## config.mk

```make
export PLATFORM = sky130hd
export DESIGN_NAME = seg_scan_driver
export DESIGN_NICKNAME = d
export VERILOG_FILES = /design/src/rtl/seg_pkg.sv /design/src/rtl/seg_glyph_rom.sv /design/src/rtl/seg_scan_driver.sv
export SDC_FILE = /design/constraint.sdc
export NUM_CORES = 1
export LEC_CHECK = 0
export BUFFER_PORTS_ARGS = -buffer_cell sky130_fd_sc_hd__buf_2
export CAP_MARGIN = 25
export CORE_ASPECT_RATIO = 1.2
export CORE_UTILIZATION = 60
export CTS_BUF_LIST = sky130_fd_sc_hd__clkbuf_8
export CTS_CLUSTER_SIZE = 28
export DETAILED_ROUTE_END_ITERATION = 7
export GPL_TIMING_DRIVEN = 0
export PLACE_DENSITY = 0.81
export SETUP_SLACK_MARGIN = 0.5
export SYNTH_ARGS = -nofsm -noshare
export SYNTH_HDL_FRONTEND = slang
export SYNTH_SLANG_ARGS = --single-unit
```

## constraint.sdc

```tcl
create_clock -name clk -period 4.5 [get_ports clk]
set_input_delay 0.9 -clock clk [delete_from_list [all_inputs] [get_ports clk]]
set_output_delay 0.9 -clock clk [all_outputs]
set_load 0.01 [all_outputs]
```

## src/rtl/seg_pkg.sv

```systemverilog
// Shared constants for the seven-segment scan driver: glyph codes, segment
// bit order and a width helper for the counters.
package seg_pkg;

  localparam int GLYPH_CODE_W = 5;
  localparam int SEG_W        = 7;

  // Segment bit positions within seg_out; a is the MSB, g the LSB.
  localparam int SEG_A = 6;
  localparam int SEG_B = 5;
  localparam int SEG_C = 4;
  localparam int SEG_D = 3;
  localparam int SEG_E = 2;
  localparam int SEG_F = 1;
  localparam int SEG_G = 0;

  typedef struct packed {
    logic a;
    logic b;
    logic c;
    logic d;
    logic e;
    logic f;
    logic g;
  } seg_t;

  localparam logic [GLYPH_CODE_W-1:0] CODE_L     = 5'd16;
  localparam logic [GLYPH_CODE_W-1:0] CODE_DASH  = 5'd17;
  localparam logic [GLYPH_CODE_W-1:0] CODE_BLANK = 5'd18;
  localparam logic [GLYPH_CODE_W-1:0] CODE_P     = 5'd19;
  localparam logic [GLYPH_CODE_W-1:0] CODE_N     = 5'd20;

  localparam logic [SEG_W-1:0] SEG_BLANK = 7'h7F;

  // Counter width that never collapses to zero bits.
  function automatic int clog2_min1(input int value);
    return (value <= 2) ? 1 : $clog2(value);
  endfunction

endpackage

```

## src/rtl/seg_glyph_rom.sv

```systemverilog
// Glyph code to active-low segment pattern {a..g}; unlisted codes are blank.
module seg_glyph_rom
  import seg_pkg::*;
#(
  parameter int CODE_W = GLYPH_CODE_W
) (
  input  logic [CODE_W-1:0] i_code,
  output logic [SEG_W-1:0]  o_seg
);

  logic [31:0] w_code;

  assign w_code = 32'(i_code);

  always_comb begin
    o_seg = SEG_BLANK;
    case (w_code)
      32'd0:  o_seg = 7'b0000001;
      32'd1:  o_seg = 7'b1001111;
      32'd2:  o_seg = 7'b0010010;
      32'd3:  o_seg = 7'b0000110;
      32'd4:  o_seg = 7'b1001100;
      32'd5:  o_seg = 7'b0100100;
      32'd6:  o_seg = 7'b0100000;
      32'd7:  o_seg = 7'b0001111;
      32'd8:  o_seg = 7'b0000000;
      32'd9:  o_seg = 7'b0000100;
      32'd10: o_seg = 7'b0001000;
      32'd11: o_seg = 7'b1100000;
      32'd12: o_seg = 7'b0110001;
      32'd13: o_seg = 7'b1000010;
      32'd14: o_seg = 7'b0110000;
      32'd15: o_seg = 7'b0111000;
      32'd16: o_seg = 7'b1110001;
      32'd17: o_seg = 7'b1111110;
      32'd18: o_seg = SEG_BLANK;
      32'd19: o_seg = 7'b0011000;
      32'd20: o_seg = 7'b1101010;
      default: o_seg = SEG_BLANK;
    endcase
  end

endmodule

```

## src/rtl/seg_scan_driver.sv

```systemverilog
// Time-multiplexed common-anode seven-segment driver with frame-aligned
// glyph commit, per-slot dead time, blink and decimal-point control.
module seg_scan_driver
  import seg_pkg::*;
#(
  parameter int NUM_DIGITS   = 4,
  parameter int CODE_W       = 5,
  parameter int REFRESH_DIV  = 100000,
  parameter int DEAD_CYCLES  = 500,
  parameter int BLINK_FRAMES = 64
) (
  input  logic                         clk,
  input  logic                         reset,
  input  logic [NUM_DIGITS*CODE_W-1:0] codes_in,
  input  logic [NUM_DIGITS-1:0]        dp_in,
  input  logic [NUM_DIGITS-1:0]        blink_mask,
  input  logic                         load,
  output logic [SEG_W-1:0]             seg_out,
  output logic                         dp_out,
  output logic [NUM_DIGITS-1:0]        an_out,
  output logic                         frame_done
);

  localparam int CNT_W = clog2_min1(REFRESH_DIV);
  localparam int IDX_W = clog2_min1(NUM_DIGITS);
  localparam int FRM_W = clog2_min1(BLINK_FRAMES);

  localparam logic [CNT_W-1:0] CNT_LAST = CNT_W'(REFRESH_DIV - 1);
  localparam logic [CNT_W-1:0] CNT_DEAD = CNT_W'(DEAD_CYCLES);
  localparam logic [IDX_W-1:0] IDX_LAST = IDX_W'(NUM_DIGITS - 1);
  localparam logic [FRM_W-1:0] FRM_LAST = FRM_W'(BLINK_FRAMES - 1);

  localparam logic [NUM_DIGITS*CODE_W-1:0] SHADOW_BLANK = {NUM_DIGITS{CODE_W'(CODE_BLANK)}};

  // Scan position
  logic [CNT_W-1:0] r_cnt;
  logic [IDX_W-1:0] r_idx;
  logic             w_slot_end;
  logic             w_frame_end;

  // Pending (written by load) and shadow (displayed) registers
  logic [NUM_DIGITS*CODE_W-1:0] r_pend_codes;
  logic [NUM_DIGITS-1:0]        r_pend_dp;
  logic [NUM_DIGITS-1:0]        r_pend_blink;
  logic                         r_pend_valid;
  logic [NUM_DIGITS*CODE_W-1:0] r_sh_codes;
  logic [NUM_DIGITS-1:0]        r_sh_dp;
  logic [NUM_DIGITS-1:0]        r_sh_blink;

  // Blink timing
  logic [FRM_W-1:0] r_frame_cnt;
  logic             r_blink_phase;

  // Registered outputs
  logic [SEG_W-1:0]      r_seg;
  logic                  r_dp;
  logic [NUM_DIGITS-1:0] r_an;
  logic                  r_frame_done;

  // Current digit selection
  logic [CODE_W-1:0]     w_sh_code_arr [NUM_DIGITS];
  logic [CODE_W-1:0]     w_cur_code;
  logic                  w_cur_dp;
  logic                  w_cur_blink;
  logic [SEG_W-1:0]      w_glyph;
  logic                  w_an_on;
  logic                  w_blanked;
  logic [NUM_DIGITS-1:0] w_an_sel;

  assign w_slot_end  = (r_cnt == CNT_LAST);
  assign w_frame_end = w_slot_end && (r_idx == IDX_LAST);

  always_ff @(posedge clk) begin
    if (reset) begin
      r_cnt <= '0;
      r_idx <= '0;
    end else if (w_slot_end) begin
      r_cnt <= '0;
      r_idx <= (r_idx == IDX_LAST) ? '0 : r_idx + 1'b1;
    end else begin
      r_cnt <= r_cnt + 1'b1;
    end
  end

  // A load landing on the frame-end edge bypasses pending so it shows next frame.
  always_ff @(posedge clk) begin
    if (reset) begin
      r_pend_codes <= SHADOW_BLANK;
      r_pend_dp    <= '0;
      r_pend_blink <= '0;
      r_pend_valid <= 1'b0;
      r_sh_codes   <= SHADOW_BLANK;
      r_sh_dp      <= '0;
      r_sh_blink   <= '0;
    end else if (load && w_frame_end) begin
      r_sh_codes   <= codes_in;
      r_sh_dp      <= dp_in;
      r_sh_blink   <= blink_mask;
      r_pend_valid <= 1'b0;
    end else if (load) begin
      r_pend_codes <= codes_in;
      r_pend_dp    <= dp_in;
      r_pend_blink <= blink_mask;
      r_pend_valid <= 1'b1;
    end else if (w_frame_end && r_pend_valid) begin
      r_sh_codes   <= r_pend_codes;
      r_sh_dp      <= r_pend_dp;
      r_sh_blink   <= r_pend_blink;
      r_pend_valid <= 1'b0;
    end
  end

  always_ff @(posedge clk) begin
    if (reset) begin
      r_frame_cnt   <= '0;
      r_blink_phase <= 1'b0;
    end else if (w_frame_end) begin
      if (r_frame_cnt == FRM_LAST) begin
        r_frame_cnt   <= '0;
        r_blink_phase <= ~r_blink_phase;
      end else begin
        r_frame_cnt <= r_frame_cnt + 1'b1;
      end
    end
  end

  for (genvar gi = 0; gi < NUM_DIGITS; gi++) begin : g_unpack
    assign w_sh_code_arr[gi] = r_sh_codes[gi*CODE_W +: CODE_W];
  end

  assign w_cur_code  = w_sh_code_arr[r_idx];
  assign w_cur_dp    = r_sh_dp[r_idx];
  assign w_cur_blink = r_sh_blink[r_idx];

  seg_glyph_rom #(
    .CODE_W (CODE_W)
  ) u_glyph_rom (
    .i_code (w_cur_code),
    .o_seg  (w_glyph)
  );

  assign w_an_on   = (r_cnt >= CNT_DEAD);
  assign w_blanked = r_blink_phase && w_cur_blink;
  assign w_an_sel  = ~(NUM_DIGITS'(1) << r_idx);

  // Blinked digits keep their anode so the duty cycle stays constant.
  always_ff @(posedge clk) begin
    if (reset) begin
      r_seg        <= SEG_BLANK;
      r_dp         <= 1'b1;
      r_an         <= '1;
      r_frame_done <= 1'b0;
    end else begin
      r_frame_done <= w_frame_end;
      if (w_an_on) begin
        r_an <= w_an_sel;
        if (w_blanked) begin
          r_seg <= SEG_BLANK;
          r_dp  <= 1'b1;
        end else begin
          r_seg <= w_glyph;
          r_dp  <= ~w_cur_dp;
        end
      end else begin
        r_an  <= '1;
        r_seg <= SEG_BLANK;
        r_dp  <= 1'b1;
      end
    end
  end

  assign seg_out    = r_seg;
  assign dp_out     = r_dp;
  assign an_out     = r_an;
  assign frame_done = r_frame_done;

endmodule

```

==> results of run 1 <==
-- worst min-delay path, cell delays in order (launching register included) --
cell	delay (ps)
dfxtp_1	320
nand2_1	50
a21oi_1	50
-- power groups by stage --
stage	logic [mW]	clock network (mW)	registers, mW
after floorplan	0.0483	0	0.894
after global placement	0.0759	0	0.896
after detailed placement	0.0796	0	0.897
after CTS	0.0799	0.591	0.877
after global routing	0.0888	0.626	0.880
final	0.0803	0.587	0.877
-- metrics by stage --
stage / total power [mW] / worst slack [ps] / hold slack [ps] / instances / area, sq um
2_1_floorplan: 0.942 / 2270 / 426 / 513 / 4580
3_3_place_gp: 0.972 / 1850 / 437 / 645 / 4900
3_5_place_dp: 0.976 / 1790 / 444 / 645 / 4900
4_1_cts: 1.55 / 1790 / 457 / 660 / 5100
5_1_grt: 1.59 / 1660 / 476 / 660 / 5100
6_report: 1.54 / 1820 / 455 / 660 / 5100
-- cell usage in the layout (no fill, tap or decap), drive strengths merged, types with 13 or more instances in the layout --
master	count
dfxtp	96
nand2	77
buf	58
nand3	53
a21oi	51
nor2	38
o221ai	31
clkbuf	27
ha	13
nor3	13
-- sequential cells by signal, indices dropped and copies added (netlist names) --
signal         flops
r_pend_codes      20
r_sh_codes        20
r_cnt             17
seg_out            7
r_frame_cnt        6
an_out             4
r_pend_blink       4
r_pend_dp          4
r_sh_blink         4
r_sh_dp            4
r_idx              2
dp_out             1
frame_done         1
r_blink_phase      1
r_pend_valid       1
-- synthesized netlist by cell type (10+ instances only) --
cell,instances,area share
dfxtp_1,96,0.42
nand2_1,77,0.063
nand3_1,52,0.057
a21oi_1,51,0.056
nor2_1,38,0.031
o221ai_1,31,0.059
ha_1,13,0.036
xnor2_1,12,0.023
inv_1,11,0.0090
nor3_1,10,0.011
-- worst max path at each step --
stage / cells past startpoint / to / startpoint / slack (ps)
2_1_floorplan: 8 / seg_out[6] / r_idx[0] / 2270
3_3_place_gp: 8 / seg_out[6] / r_idx[0] / 1850
3_5_place_dp: 9 / seg_out[6] / r_idx[0] / 1790
4_1_cts: 9 / seg_out[6] / r_idx[0] / 1790
5_1_grt: 8 / seg_out[6] / r_idx[0] / 1660
6_report: 9 / seg_out[6] / r_idx[0] / 1820
-- kinds of logic after synthesis --
| logic type | after synthesis |
|---|---|
| simple gates | 216 |
| compound gates | 105 |
| flops | 96 |
| buf+inv | 45 |
| xor+xnor | 20 |
| mux | 18 |
| fa+ha+maj | 13 |
-- layer usage --
metal	vias up	share of wire	global-route usage
li1	1936	-	-
met5	-	0	0
met4	0	0.017	0.104
met1	1954	0.40	0.339
met2	128	0.53	0.521
met3	18	0.049	0.0638
-- layout make-up --
type | instances | area share
Multi-Input combinational cell | 372 | 0.462
Sequential cell | 96 | 0.377
Buffer | 32 | 0.0483
Timing Repair Buffer | 42 | 0.0412
Clock buffer | 11 | 0.0297
Tap cell | 90 | 0.0221
Clock inverter | 4 | 0.0105
Inverter | 13 | 0.00956
==> impl_summary.log, run 1 <==
INFO  metric launch_point_of_the_worst_reg_to_reg_path = r_idx[0]
INFO  metric yosys.area_share.xor_xnor = 0.0383
INFO  metric total_area_of_multi_input_combinational_cells = 2360 sq um
INFO  metric netSwitchingPower = 0.362 mW
INFO  metric post_synth_mux_area_share = 0.0615
INFO  metric vias_in_the_first_global_route = around 4000
INFO  metric worst_supply_voltage_drop_on_vdd = 0.205 mV
INFO  metric async_flop_share = 0
INFO  metric gp_routability_congestion = 0.847
INFO  metric cp-end-kind = flop
INFO  metric final_antenna_net_count = 0
INFO  metric cts-resized-gates = 0
INFO  metric power.static_leakage = 1.95 nW
INFO  metric global_route_wire_length_before_repair = 18.2 mm
INFO  metric htree_num_levels = 3
INFO  metric critical_path.slowest_cell = mux4_2
INFO  metric period_minus_slack = ~2700 ps
INFO  metric combinationalPowerShare = 0.052
INFO  metric antenna_found_initial = 0
INFO  metric netlist_area = around 4600 sq um
INFO  metric share_of_the_synthesized_area_in_compound_gates_ao_oa_aoi_oai = 0.151
INFO  metric synth_warnings = 0
INFO  metric io_pins = 44
INFO  metric synth_sequential_area_ratio = 0.420
INFO  metric groute.usage.overall = 0.295
INFO  metric drtIter0Drc = approximately 260
INFO  metric netlist_instances = just over 500
INFO  metric timing.hold.worst.start = r_sh_codes[15]
INFO  metric synth_area_in_simple_gates = 0.229
INFO  metric syn-mean-instance-area = 8.92 sq um
INFO  metric clock_power_share = 0.380
INFO  metric min_period_over_period = 0.595
INFO  metric reg2reg_depth = 9
INFO  metric slew_at_the_pin_closest_to_its_max_slew_limit = 640 ps
INFO  metric die_y = ~98 um
INFO  metric intPower = roughly 1.2 mW
INFO  metric floorplan.die_area = 7980 sq um
INFO  metric critical_path_buf_inv_count = 3
INFO  metric grt_overflow_total = 0
INFO  metric fmax = 373 MHz
INFO  metric power.density_cell_area = between 300 and 400 nW/um^2
INFO  metric drt-total-wl = 10.9 mm
INFO  metric max-cap-violations = 0
INFO  metric count_of_hold_fix_buffers_inserted_at_cts = 0
INFO  metric cts_root_buf = clkbuf_8
INFO  metric cp_max_fo = 7
INFO  metric area_delta_synth_final = 11.5%
INFO  metric synth_cell_types = 55
INFO  metric syn-num-nets = 557
INFO  metric cts_buffers = 9
INFO  metric switching_share = 0.234
INFO  metric diodes = 0
INFO  metric timing.hold.worst.class = reg -> reg
INFO  metric setup_tns_after_final_layout = 0 ps
INFO  metric route.detailed.wl_per_inst = roughly 16 um
INFO  metric place.detailed.hpwl = 7.68 mm
INFO  metric worst_path_dominant_cell_family = multiplexers
INFO  metric seq_area = 1920 sq um
INFO  metric crit_path_start_kind = flop
INFO  metric layout-drive-gt1-share = 0.175
INFO  metric grt_start_max_net_pins = 16
INFO  metric report.final.hold_viol_count = 0
INFO  metric fillerInstances = 600
INFO  metric cts.reportedPaths.clkPinSlew = approximately 90 ps
INFO  metric cp_common_cell = inv_1
INFO  metric final_core_utilization = 0.698
INFO  metric setup_viol = 0
INFO  metric rsz0062_at_grt = no
INFO  metric residual_drc = 0
INFO  metric status = complete, no violations
INFO  metric vias_per_std_cell = 6.12
INFO  metric whs_endpoint = r_sh_codes[15]
INFO  metric postCtsSetupRepairBufs = 0
INFO  metric layout.nets = ~600
INFO  metric worst_path_largest_cell_delay = 640 ps
INFO  metric numPortBuffers = 42
INFO  metric rows = 34
INFO  metric final.setup_skew = between 8 and 9 ps
INFO  metric crit_required = between 4000 and 5000 ps
INFO  metric start_util = 0.625
INFO  metric core_area = roughly 7300 sq um
INFO  metric critical_path_arrival = between 2000 and 3000 ps
INFO  metric r2r_setup_slack = approximately 1800 ps
INFO  metric clock_insertion_delay_worst_skew = about 370 ps
INFO  metric firstDrtPassIters = 6
INFO  metric worst_path_cell_chain = buf_2 > mux4_2 > inv_1 > ha_1 > inv_1 > mux2i_1 > o221ai_1 > o21a_1 > o311ai_0
INFO  metric ctsLongestPathBuffers = 2
INFO  metric cts_num_sinks = 96
INFO  metric synth_enable_flop_cells = 0
INFO  metric tritoncts = yes
INFO  metric maxSlewHeadroom = 0.570
INFO  metric yosys_most_used_dff = dfxtp_1
INFO  metric drv_slew = 0
INFO  metric die_wd = ~82 um
INFO  metric worstHoldPathCells = 2
INFO  metric synth.ff_latch_count = between 90 and 100
INFO  metric power.share.sequential = 0.568
INFO  metric detailroute.via_count = 4036
INFO  metric critical_path.reg2reg.endpoint = seg_out[6]
INFO  metric synth_top_family_by_area = simple AND/OR/NAND/NOR gates
INFO  metric post_synthesis_adder_cell_area_fraction = 0.0355
INFO  metric timing_worst_setup_path_type = reg -> reg
No activity file was read; power rests on OpenSTA's default activity.
==> run 2: changes to the inputs <==
==> constraint.sdc (replaced) <==
create_clock -name clk -period 2.6 [get_ports clk]
set_input_delay 0.52 -clock clk [delete_from_list [all_inputs] [get_ports clk]]
set_output_delay 0.52 -clock clk [all_outputs]
set_load 0.01 [all_outputs]
==> run 2 against run 1 <==
Critical path depth unchanged. Largest power group unchanged. Register-to-register slack worse by 1400 ps. Global-route usage down 0.21 points. Maximum frequency up 24%. Critical path type unchanged.
==> impl_summary.log, run 2 (synthesis gave the netlist of run 1 again) <==
INFO  metric cts_root_buf = clkbuf_8
INFO  metric rsz0062_at_grt = yes
INFO  metric period_minus_slack = 2150 ps (-524 ps)
INFO  metric cp_max_fo = 10 (+3)
INFO  metric worst_setup_slack_after_placement = 49.4 ps (-1740 ps)
INFO  metric ctsLongestPathBuffers = 2 (unchanged)
INFO  metric switching_share = 0.229 (-0.00472)
INFO  metric drtIter0Drc = 322 (+24%)
INFO  metric p_total = 2.81 mW (+82%)
INFO  metric clock_insertion_delay_worst_skew = 380 ps (about the same)
INFO  metric die_wd = 81.7 um (unchanged)
INFO  metric min_period_over_period = 0.829 (+0.233)
INFO  metric fmax = 464 MHz (+24%)
INFO  metric setup_slack = 445 ps (-1380 ps)
INFO  metric residual_drc = 0 (unchanged)
INFO  metric layout-drive-gt1-share = 0.251 (+0.0754)
INFO  metric cts_buffers = 9 (unchanged)
INFO  metric antenna_found_initial = 0 (unchanged)
INFO  metric dpl_cell_area = 4920 sq um (+0.41%)
INFO  metric worst_path_largest_cell_delay = 430 ps (-210 ps)
INFO  metric critical_path.slowest_cell = dfxtp_2
INFO  metric reg2reg_depth = 9 (unchanged)
INFO  metric combinationalPowerShare = 0.052 (about the same)
INFO  metric diodes = 0 (unchanged)
INFO  metric io_pins = 44 (unchanged)
INFO  metric fin_cells = 684 (+3.6%)
INFO  metric core_area = 7320 sq um (unchanged)
INFO  metric r2r_setup_slack = 450 ps (-1380 ps)
INFO  metric max-cap-violations = 0 (unchanged)
INFO  metric tritoncts = yes
INFO  metric clock_power_share = 0.407 (+0.027)
INFO  metric status = complete, no violations
INFO  metric timing.hold.worst.class = in -> reg
INFO  metric maxSlewHeadroom = 0.615 (+0.0452)
INFO  metric mostFrequentLayoutCell = dfxtp_1
INFO  metric netSwitchingPower = 0.644 mW (+78%)
INFO  metric gp_routability_congestion = 0.848 (about the same)
INFO  metric critical_path_arrival = 2440 ps (-490 ps)
INFO  metric design_area = 5420 sq um (+6.3%)
INFO  metric cp_common_cell = o21ai_0
INFO  metric launch_point_of_the_worst_reg_to_reg_path = r_idx[1]
INFO  metric dp_cells = 645 (unchanged)
INFO  metric floorplan.die_area = 7980 sq um (unchanged)
INFO  metric vias_in_the_first_global_route = 3989 (-0.42%)
INFO  metric layout.nets = 633 (+3.8%)
INFO  metric cts_num_sinks = 96 (unchanged)
INFO  metric final_core_utilization = 0.741 (+0.0438)
INFO  metric grt_start_max_net_pins = 17 (+1)
INFO  metric place.detailed.hpwl = 7.67 mm (-0.11%)
INFO  metric cp-end-kind = flop
INFO  metric area_delta_synth_final = 18.5%
INFO  metric timing_worst_setup_path_type = reg -> reg
INFO  metric crit_path_start_kind = flop
INFO  metric finalHoldWorstSlack = 390 ps (-65.2 ps)
INFO  metric crit_start = r_idx[1]
INFO  metric final_cell_mix = dfxtp_1, nand2_1, nand3_1
INFO  metric critical_path.reg2reg.endpoint = seg_out[3]
INFO  metric groute.usage.overall = 0.293 (-0.00209)
INFO  metric setup_viol = 0 (unchanged)
INFO  metric rows = 34 (unchanged)
INFO  metric power.density_cell_area = 517 nW/um^2 (+71%)
INFO  metric slew_at_the_pin_closest_to_its_max_slew_limit = 578 ps (-62.8 ps)
INFO  metric report.final.hold_viol_count = 0 (unchanged)
INFO  metric firstDrtPassIters = 5 (-1)
INFO  metric numPortBuffers = 42 (unchanged)
INFO  metric drv_slew = 0 (unchanged)
INFO  metric detailroute.via_count = 4212 (+4.4%)
INFO  metric worst_supply_voltage_drop_on_vdd = 0.362 mV (+77%)
INFO  metric final.setup_skew = 14.4 ps (+5.57 ps)
INFO  metric die_y = 97.7 um (unchanged)
INFO  metric count_of_hold_fix_buffers_inserted_at_cts = 0 (unchanged)
INFO  metric worst_setup_path_endpoint = seg_out[3]
INFO  metric vias_per_std_cell = 6.16 (+0.70%)
INFO  metric power.static_leakage = 2.11 nW (+8.3%)
INFO  metric setup_tns_after_final_layout = 0 ps (unchanged)
INFO  metric final_antenna_net_count = 0 (unchanged)
INFO  metric intPower = 2.16 mW (+83%)
INFO  metric power.share.sequential = 0.542 (-0.026)
INFO  metric global_route_wire_length_before_repair = 18.0 mm (-0.83%)
INFO  metric cts.reportedPaths.clkPinSlew = 90 ps (about the same)
INFO  metric worst_path_cell_chain = buf_4 > mux4_2 > inv_2 > ha_1 > clkbuf_4 > and2_0 > o21ai_0 > o41ai_2 > o21ai_0
INFO  metric reg.largest.list = r_pend_codes (20), r_sh_codes (20), r_cnt (17)
INFO  metric start_util = 0.625 (unchanged)
INFO  metric grt_overflow_total = 0 (unchanged)
INFO  metric drt-total-wl = 11.3 mm (+3.8%)
INFO  metric crit_required = 2880 ps (-1870 ps)
INFO  metric htree_num_levels = 3 (unchanged)
INFO  metric route.detailed.wl_per_inst = 16.5 um (+0.14%)
==> run 2: cell count changes in the layout (fill, tap and decap cells not counted), moves of 3 or more <==
cell / delta
inv_2: +4
dfxtp_2: +5
buf_6: +5
nor3_2: +3
dfxtp_1: -5
clkbuf_1: -5
buf_4: +20
clkbuf_2: +4
inv_1: -4
ha_1: -3
nor3_1: -3
==> run 2: worst min path at each step <==
stage,startpoint,end,slack (ps),depth (start not counted)
floorplan,r_sh_codes[10],r_sh_codes[10],430,2
detailed placement,r_sh_blink[1],r_sh_blink[1],440,2
finish,reset,r_frame_cnt[0],390,2
global route,reset,r_frame_cnt[0],400,2
CTS,reset,r_frame_cnt[0],390,2
global placement,r_sh_dp[0],r_sh_dp[0],440,2
==> run 2: final cells by class <==
type,count,area (sq um)
Timing Repair Buffer,65,394
Clock buffer,11,151
Clock inverter,5,86.3
Tap cell,90,113
Fill cell,553,1890
Sequential cell,96,1930
Multi-Input combinational cell,372,2430
Inverter,13,48.8
Buffer,32,268
==> run 2: repair_timing <==
item	4_1_cts	5_1_grt
buffers inserted	18	5
hold endpoints to repair	0	0
pin swaps	6	7
setup endpoints to repair	33	67
resized for setup	14	24
==> run 2: per-layer routing <==
layer,global-route usage,vias up,wire (um)
met4,0.128,0,259
met1,0.342,2042,4430
li1,-,1988,-
met2,0.516,150,6010
met3,0.0404,32,582
met5,0,-,0
==> run 2: power by group through the flow <==
stage	Sequential [mW]	Combinational [mW]	Clock (mW)
2_1_floorplan	1.55	0.0836	0
3_3_place_gp	1.55	0.132	0
3_5_place_dp	1.55	0.137	0
4_1_cts	1.52	0.142	1.14
5_1_grt	1.52	0.160	1.20
6_report	1.52	0.145	1.14
==> run 2: worst max-delay path, delay by kind of cell (launching register included) <==
| kind | cells | cell delay, ps |
|---|---|---|
| buffers and inverters | 3 | 470 |
| adder cells (fa/ha/maj) | 1 | 180 |
| AND/OR/NAND/NOR | 1 | 150 |
| flip-flops | 1 | 430 |
| multiplexers | 1 | 290 |
| AO/OA/AOI/OAI | 3 | 560 |
